`config.mk`:
```
export PLATFORM = sky130hd
export DESIGN_NAME = rom_loader
export DESIGN_NICKNAME = d
export VERILOG_FILES = /design/src/rtl/rom_loader_pkg.sv /design/src/rtl/rom_ext_decode.sv /design/src/rtl/rom_loader.sv
export SDC_FILE = /design/constraint.sdc
export NUM_CORES = 1
export LEC_CHECK = 0
export CORE_MARGIN = 5
export CORE_UTILIZATION = 65
export CTS_BUF_LIST = sky130_fd_sc_hd__clkbuf_2 sky130_fd_sc_hd__clkbuf_4 sky130_fd_sc_hd__clkbuf_8
export DETAILED_ROUTE_END_ITERATION = 10
export PLACE_DENSITY = 0.88
export SLEW_MARGIN = 40
export SYNTH_ARGS = -nofsm -noshare
export SYNTH_HDL_FRONTEND = slang
export SYNTH_HIERARCHICAL = 1
export SYNTH_SLANG_ARGS = --single-unit
export TNS_END_PERCENT = 100
```
`constraint.sdc`:
```
create_clock -name clk_sys -period 4 [get_ports clk_sys]
set_clock_uncertainty 0.15 [all_clocks]
set_input_delay 0.6 -clock clk_sys [delete_from_list [all_inputs] [get_ports clk_sys]]
set_output_delay 0.6 -clock clk_sys [all_outputs]
set_load 0.01 [all_outputs]
```
`src/rtl/rom_loader_pkg.sv`:
```
// rom_loader_pkg
// Shared definitions for the ROM download sequencer.
//   state_t      : sequencer states (IDLE, ARM, WR, DONE)
//   PAGE_*       : fixed 9-bit ROM pages {rom_sel, page[7:0]}
//   is_hex_char  : true for ASCII '0'-'9' or 'A'-'F'
//   hex_char_val : nibble value of an ASCII hex character
package rom_loader_pkg;

    typedef enum logic [1:0] {
        IDLE = 2'd0,
        ARM  = 2'd1,
        WR   = 2'd2,
        DONE = 2'd3
    } state_t;

    localparam logic [8:0] PAGE_OS     = 9'h000;
    localparam logic [8:0] PAGE_BASIC  = 9'h100;
    localparam logic [8:0] PAGE_AMSDOS = 9'h107;
    localparam logic [8:0] PAGE_MF2    = 9'h1FF;
    localparam logic [8:0] PAGE_BADEXT = 9'h1EE;

    function automatic logic is_hex_char(input logic [7:0] c);
        return ((c >= 8'h30) && (c <= 8'h39)) || ((c >= 8'h41) && (c <= 8'h46));
    endfunction

    // Digits carry their value in the low nibble; 'A'..'F' have low nibble
    // 1..6, so adding 9 lands on 10..15.
    function automatic logic [3:0] hex_char_val(input logic [7:0] c);
        logic [3:0] v;
        if (c <= 8'h39) begin
            v = c[3:0];
        end else begin
            v = c[3:0] + 4'd9;
        end
        return v;
    endfunction

endpackage

```
`src/rtl/rom_ext_decode.sv`:
```
// rom_ext_decode
// Turns the last two characters of an expansion ROM file extension into the
// starting page and the combo flag.
//   file_ext : input, 16 bits, {high char, low char} in ASCII
//   page     : output, 9 bits, {rom_sel, page[7:0]}
//   combo    : output, 1 bit, set for "Z0" (two-part image, second half at MF2)
module rom_ext_decode
    import rom_loader_pkg::*;
(
    input  logic [15:0] file_ext,
    output logic [8:0]  page,
    output logic        combo
);

    always_comb begin
        page  = PAGE_BADEXT;
        combo = 1'b0;
        if (file_ext == 16'h5A5A) begin
            // "ZZ"
            page = 9'h000;
        end else if (file_ext == 16'h5A30) begin
            // "Z0"
            page  = 9'h000;
            combo = 1'b1;
        end else begin
            if (is_hex_char(file_ext[15:8])) begin
                page[7:4] = hex_char_val(file_ext[15:8]);
            end
            if (is_hex_char(file_ext[7:0])) begin
                page[3:0] = hex_char_val(file_ext[7:0]);
            end
        end
    end

endmodule

```
`src/rtl/rom_loader.sv`:
```
// rom_loader
// Sequences HPS download bytes into SDRAM write slots aligned to ce_ref, holds
// the HPS off with ioctl_wait and keeps the 256-entry upper-ROM presence map.
//   clk_sys, reset_n        : clock, async active-low reset (also clears map)
//   ce_ref                  : SDRAM slot strobe, one pulse per 16 clocks
//   ioctl_download/wr/addr/dout/index/file_ext : HPS download interface
//   ioctl_wait              : hold-off to the HPS while a byte is in flight
//   mem_we/addr/bank/din    : SDRAM write request, {rom_sel,page,offset}
//   map_rd_addr/map_rd_data : registered presence-map lookup
//   busy                    : sequencer not idle
module rom_loader
    import rom_loader_pkg::*;
(
    input  logic        clk_sys,
    input  logic        reset_n,
    input  logic        ce_ref,
    input  logic        ioctl_download,
    input  logic        ioctl_wr,
    input  logic [24:0] ioctl_addr,
    input  logic [7:0]  ioctl_dout,
    input  logic [7:0]  ioctl_index,
    input  logic [15:0] ioctl_file_ext,
    output logic        ioctl_wait,
    output logic        mem_we,
    output logic [22:0] mem_addr,
    output logic [1:0]  mem_bank,
    output logic [7:0]  mem_din,
    input  logic [7:0]  map_rd_addr,
    output logic        map_rd_data,
    output logic        busy
);

    state_t       state_q, state_d;
    logic [8:0]   page_q, page_d;
    logic         combo_q, combo_d;
    logic         download_q, download_d;
    logic         wait_q, wait_d;
    logic         we_q, we_d;
    logic [22:0]  addr_q, addr_d;
    logic [1:0]   bank_q, bank_d;
    logic [7:0]   din_q, din_d;
    logic         dup_q, dup_d;
    logic [255:0] map_q, map_d;
    logic         map_rd_q, map_rd_d;

    logic [8:0]   ext_page;
    logic         ext_combo;

    logic         is_boot;
    logic [10:0]  boot_blk;
    logic         boot_ok;
    logic [8:0]   boot_page;
    logic [7:0]   exp_page;
    logic [22:0]  wr_addr;
    logic [1:0]   wr_bank;
    logic         wr_dup;
    logic         accept;
    logic         dl_rise;

    rom_ext_decode u_ext_decode (
        .file_ext (ioctl_file_ext),
        .page     (ext_page),
        .combo    (ext_combo)
    );

    // Address/bank of the byte on the HPS bus, ahead of acceptance.
    always_comb begin
        is_boot  = (ioctl_index == 8'd0);
        boot_blk = ioctl_addr[24:14];
        boot_ok  = (boot_blk[10:3] == 8'd0);
        case (boot_blk[1:0])
            2'd0:    boot_page = PAGE_OS;
            2'd1:    boot_page = PAGE_BASIC;
            2'd2:    boot_page = PAGE_AMSDOS;
            default: boot_page = PAGE_MF2;
        endcase
        exp_page = page_q[7:0] + ioctl_addr[21:14];
        if (is_boot) begin
            wr_addr = {boot_page, ioctl_addr[13:0]};
            wr_bank = {1'b0, boot_blk[2]};
        end else begin
            wr_addr = {page_q[8], exp_page, ioctl_addr[13:0]};
            wr_bank = {1'b0, &ioctl_index[7:6]};
        end
        wr_dup  = (ioctl_index[7:6] == 2'b01) || (ioctl_index[5:0] != 6'd0);
        accept  = ioctl_wr && (!is_boot || boot_ok);
        dl_rise = ioctl_download && !download_q;
    end

    // Sequencer next state. A download rising edge re-latches the page even
    // mid-byte; the in-flight byte already holds its own address, and the
    // re-latch wins over the combo switch-over if both land together.
    always_comb begin
        state_d    = state_q;
        page_d     = page_q;
        combo_d    = combo_q;
        download_d = ioctl_download;
        wait_d     = wait_q;
        we_d       = we_q;
        addr_d     = addr_q;
        bank_d     = bank_q;
        din_d      = din_q;
        dup_d      = dup_q;
        map_d      = map_q;
        map_rd_d   = map_q[map_rd_addr];

        case (state_q)
            IDLE: begin
                if (accept) begin
                    addr_d  = wr_addr;
                    bank_d  = wr_bank;
                    din_d   = ioctl_dout;
                    dup_d   = wr_dup;
                    wait_d  = 1'b1;
                    state_d = ARM;
                end
            end
            ARM: begin
                if (ce_ref) begin
                    we_d    = 1'b1;
                    state_d = WR;
                end
            end
            WR: begin
                if (ce_ref) begin
                    we_d = 1'b0;
                    if (dup_q && (bank_q == 2'd0)) begin
                        bank_d  = 2'd1;
                        state_d = ARM;
                    end else begin
                        wait_d  = 1'b0;
                        state_d = DONE;
                    end
                end
            end
            default: begin
                if (addr_q[22]) begin
                    map_d[addr_q[21:14]] = 1'b1;
                end
                // Two-part image: once the first 16 KB is in, the rest
                // continues at the MF2 page (wrapping to upper page 0).
                if (combo_q && (addr_q[13:0] == 14'h3FFF)) begin
                    combo_d = 1'b0;
                    page_d  = PAGE_MF2;
                end
                state_d = IDLE;
            end
        endcase

        if (dl_rise && !is_boot) begin
            page_d  = ext_page;
            combo_d = ext_combo;
        end
    end

    always_ff @(posedge clk_sys or negedge reset_n) begin
        if (!reset_n) begin
            state_q    <= IDLE;
            page_q     <= 9'h000;
            combo_q    <= 1'b0;
            download_q <= 1'b0;
            wait_q     <= 1'b0;
            we_q       <= 1'b0;
            addr_q     <= 23'd0;
            bank_q     <= 2'd0;
            din_q      <= 8'd0;
            dup_q      <= 1'b0;
            map_q      <= '0;
            map_rd_q   <= 1'b0;
        end else begin
            state_q    <= state_d;
            page_q     <= page_d;
            combo_q    <= combo_d;
            download_q <= download_d;
            wait_q     <= wait_d;
            we_q       <= we_d;
            addr_q     <= addr_d;
            bank_q     <= bank_d;
            din_q      <= din_d;
            dup_q      <= dup_d;
            map_q      <= map_d;
            map_rd_q   <= map_rd_d;
        end
    end

    assign ioctl_wait  = wait_q;
    assign mem_we      = we_q;
    assign mem_addr    = addr_q;
    assign mem_bank    = bank_q;
    assign mem_din     = din_q;
    assign map_rd_data = map_rd_q;
    assign busy        = (state_q != IDLE);

endmodule
```
======== Word-level counts from Yosys, hierarchy flattened ========
Cells that the tools add are included.
Widths: inputs -> output; s select.
storage, ports and cells
  input bits .............................. 70
  word-level logic and storage cells ...... 115
  flip-flop bits (word level) ............. 306
  output and inout port bits .............. 37
cells by class
  magnitude comparators ................... 11
  bitwise gates (word level) .............. 2
  muxes and demuxes ....................... 38
  reduce and logical (&&, ||, !) cells .... 35
  $add $sub $neg .......................... 3
  eq/ne operators ......................... 14
operator list
  kind                  count
  $or 256x256->256      1
  $mux 9                4
  $eq 16x15->1 const B  2
  $pmux 9 s3            1
  $mux 23               1
  $lt 8x9->1 const B    2
  $ge 8x6->1 const B    2
  $ge 8x7->1 const B    2
  $le 8x6->1 const B    2
  $le 8x7->1 const B    2
  $logic_not 8->1       2
  $mux 4                4
  $eq 14x14->1 const B  1
  $mux 1                14
  $mux 2                7
  $logic_and 1x1->1     10
  $ne 2x2->1 const B    5
  $add 4x4->4 const B   2
  $add 8x8->8           1
  $bmux 1 s8            1
  $demux 1 s8           1
  $ge 8x1->1 const B    1
  $mux 8                1
  $reduce_and 2->1      4
  other kinds (15)      30

======== Logic depth before layout (Yosys ltp) ========
  depth after elaboration ................. 7
  gate-level depth with buffers ........... 11
  depth with buffers taken out ............ 9

======== By module ========
Netlist, hierarchy kept.
by module, submodules not included
  module          cells an instance  times used  sequential area each (um2)  area each (um2)
  rom_loader      1033               1           7632.3                      13272.7
  rom_ext_decode  66                 1           0.0                         505.5

======== Least setup slack after synthesis ========
OpenSTA, ideal clock, no wires.
  path kind ............................... input port to flip-flop
  from .................................... in map_rd_addr[1]
  to ...................................... reg map_rd_q (netlist: map_rd_data)
  setup slack ............................. 1.241 ns
  data arrival time ....................... 2.485 ns
  cell stages on the path ................. 10
  buffers on the path ..................... 3
  data required time ...................... 3.726 ns
  setup time .............................. 0.124 ns
  cells stage by stage .................... buf_2 -> buf_2 -> buf_2 -> mux4_2 -> mux2_2 -> a22oi_1 -> nand2_1 -> a41oi_1 -> a21oi_1 -> a211o_1
on the way
  longest elaborated chain between the ends .. 2
ends and longest elaborated chain
  element                       RTL line           RTL
  from (decl)                   rom_loader.sv:28   input logic [7:0] map_rd_addr,
  $bmux 1 s8                    rom_loader.sv:105  map_rd_d = map_q[map_rd_addr];
  $mux 1 (implied by the code)  rom_loader.sv:105
  named net map_rd_d            rom_loader.sv:44   logic map_rd_q, map_rd_d;
  to (signal assigned)          rom_loader.sv:182  map_rd_q <= map_rd_d;
  to (decl)                     rom_loader.sv:44
The timed path passes the listed nets, and every way through them passes these cells. The select of a mux whose other input is x is not followed.
A chain may end at the register's enable or synchronous reset.

======== Worst setup path after layout ========
  from .................................... reg addr_q[21] (netlist: mem_addr[21])
  to ...................................... out mem_addr[21]
RTL lines
  element                 RTL line           RTL
  from (decl)             rom_loader.sv:39   logic [22:0] addr_q, addr_d;
  from (signal assigned)  rom_loader.sv:177  addr_q <= addr_d;
  to (decl)               rom_loader.sv:25   output logic [22:0] mem_addr,
No word-level cell between the ends.

==> flow_metrics.env <==
export IMPL_fmax_mhz=339
export IMPL_start_util=0.658
export IMPL_ir_worst_vdd_mv=0.471
export IMPL_seq_power_share=0.446
export IMPL_place_ws_ns=0.606
export IMPL_clkSinkCount=305
export IMPL_avgSynthCellArea_um2=12.5
export IMPL_rows=53
export IMPL_start_kind="flop"
export IMPL_grt_pass1_wl_um=59400
export IMPL_postCtsSetupRepairBufs=0
export IMPL_path_buf_inv=1
export IMPL_crit_slowest_cell="dfrtp_1"
export IMPL_ys_flop_type="dfrtp_1"
export IMPL_ys_types=67
export IMPL_grt_max_degree=113
export IMPL_clk_pin_slew_ns=0.06
export IMPL_antenna_found_initial=1
export IMPL_p_clk_frac=0.326
export IMPL_drtIter0Drc=908
export IMPL_status="finished, final reports clean"
export IMPL_antenna_cells=0
export IMPL_drt_wirelength_per_cell_um=24.1
export IMPL_setup_viol=0
export IMPL_dp_hpwl_um=23500
export IMPL_hold_viol=0
export IMPL_slew_violations=0
export IMPL_r2r_start="mem_addr[19]"
export IMPL_first_pass_iters=5
export IMPL_cp_arrival_ns=2.20
export IMPL_intPower_mw=6.58
export IMPL_netSwitchingFraction=0.313
export IMPL_switchingPower_mw=3.00
export IMPL_hp_start="map_q[228]"
export IMPL_syn_area_um2=13800
export IMPL_tightest_slew_ns=0.912
export IMPL_drive_gt1_frac=0.156
export IMPL_cts_tree="yes"
export IMPL_fin_crit_sh=0.737
export IMPL_ys_ff_latch=305
export IMPL_cp_cell_sequence="clkdlybuf4s50_1"
export IMPL_end_kind="output pin"
export IMPL_critical_path_max_stage_delay_ns=0.94
export IMPL_p_total_mw=9.58
export IMPL_io_pins=107
export IMPL_path_delay_family="flip-flops"
export IMPL_pwr_share_comb=0.228
export IMPL_synth_edf_count=0
export IMPL_routed_wl_um=36900
export IMPL_worst_ep_required_time_ns=3.25
export IMPL_vias_per_cell=6.63
export IMPL_die_area_um2=24200
export IMPL_fp_dieH_um=156
export IMPL_syn_inst=1099
export IMPL_cts_root_buffer="clkbuf_8"
export IMPL_yosysSeqAreaShare=0.554
export IMPL_numCtsBuffers=49
export IMPL_grt_overflow_total=0
export IMPL_fin_ws_ns=1.05
export IMPL_maxCapViolCount=0
export IMPL_yosys_warnings=6
export IMPL_area_growth_pct=18.3
export IMPL_drcViolationCount=0
export IMPL_path_class="reg2out"
export IMPL_clock_latency_ns=0.58
export IMPL_critPathLaunch="mem_addr[21]"
export IMPL_cts_buffer_depth=3
export IMPL_routabilityCongestion=0.934
export IMPL_power_leakage_nw=8.40
export IMPL_slew_headroom=0.392
export IMPL_nets=1308
export IMPL_grtUsageTotal=0.311
export IMPL_cts_max_level=2
export IMPL_setup_tns_ns=0
export IMPL_path_max_fanout=16
export IMPL_core_um2=21000
export IMPL_async_flop_share=1.00
export IMPL_grt_pass1_vias=11100
export IMPL_vias=10200
export IMPL_port_buffers=105
export IMPL_rsz0062_at_grt="no"
export IMPL_hp_class="reg2reg"
export IMPL_min_period_ns=2.95
export IMPL_die_width_um=156
export IMPL_power_density_nw_per_um2=588
export IMPL_ant_nets=0
export IMPL_syn_num_nets=1186
==> layer usage <==
layer,global-route usage,wire [um],up-vias
met5,0,11,-
met2,0.507,18000,574
met4,0.146,1660,2
met3,0.0766,3240,127
met1,0.398,14000,5156
li1,-,-,4312
==> cells in the mapped netlist, types with 9 or more instances <==
master    count  area (um2)
nand3_1      14        70.1
a21oi_1      26         130
a31oi_1      16         100
mux4_2       30         676
nor2b_1      11        68.8
mux2i_1      64         641
nor3_1       14        70.1
nand2b_1      9        56.3
ha_1         16         200
clkbuf_1     34         128
o22ai_1      29         181
buf_2        10        50.1
a21o_1      131         983
dfrtp_1     305        7630
inv_1        25        93.8
o21bai_1    133         998
mux2_2       29         327
nand2_1      33         124
nor4_1        9        56.3
nor2_1       49         184
==> state kept, by name, indices dropped and copies added, names as in the netlist, 2 cells and up <==
name      cells
map_q       256
state_q       2
mem_addr     23
mem_din       8
page_q        9
==> stage by stage <==
step	cell area, um2	std cells	util	hold WS (ns)
floorplan	13800	1099	-	0.154
global placement	15100	1444	0.721	0.281
detailed placement	15100	1444	0.721	0.290
CTS	16300	1533	0.776	0.303
global route	16300	1533	0.778	0.319
finish	16300	1533	0.778	0.300
==> layout by cell type (no fill, tap or decap), types with 16 or more instances in the layout <==
| master | n |
|---|---|
| mux2_2 | 29 |
| mux4_2 | 30 |
| o21bai_1 | 133 |
| clkbuf_8 | 59 |
| buf_4 | 20 |
| nor2_1 | 49 |
| ha_1 | 16 |
| mux2i_1 | 64 |
| a31oi_1 | 16 |
| clkdlybuf4s50_1 | 102 |
| nand2_1 | 33 |
| inv_1 | 25 |
| a21oi_1 | 26 |
| dfrtp_1 | 304 |
| o22ai_1 | 29 |
| a21o_1 | 131 |
==> layout make-up <==
cell class	count	area [um2]
Sequential cell	305	7630
Multi-Input combinational cell	712	5830
Fill cell	1231	4650
Timing Repair Buffer	127	1260
Clock buffer	69	887
Tap cell	275	344
Clock inverter	19	255
Inverter	26	97.6
==> path summary, 6_finish.rpt <==
| kind | end | slack, ns | cells past startpoint |
|---|---|---|---|
| worst max-delay path | mem_addr[21] | 1.05 | 1 |
| worst min-delay path | map_q[228] | 0.30 | 1 |
| worst max register to register | map_q[215] | 1.56 | 4 |
| worst min register to register | map_q[228] | 0.30 | 1 |
| max in group asynchronous | map_q[84] | 2.21 | 3 |
| min in group asynchronous | map_q[24] | 0.46 | 2 |
==> power by group through the flow <==
stage	registers [mW]	clock network, mW	logic (mW)
after floorplan	4.09	0	1.27
after global placement	4.21	0	2.07
after detailed placement	4.26	0	2.14
after CTS	4.23	3.15	2.17
after global routing	4.33	3.29	2.36
final	4.27	3.13	2.18
==> repair_timing <==
item                                   CTS  global route
gates resized for setup                  0             0
endpoints found under the hold margin   87             0
hold buffers                             1             0
setup endpoints to repair                0             0
==> cell families (layout without fill, tap and decap cells) <==
family                     count (synthesis)  after routing  share of synthesized area
AOI/OAI and AO/OA                        371            371                      0.195
xor gates and xnor gates                   9              9                    0.00572
adders and majority gates                 17             17                     0.0160
buffers and inverters                     82            241                     0.0278
DFF                                      305            305                      0.554
muxes                                    129            129                      0.131
other                                      1              1                   0.000272
and+or+nand+nor                          185            185                     0.0708
(Power assumes the default switching activity.)
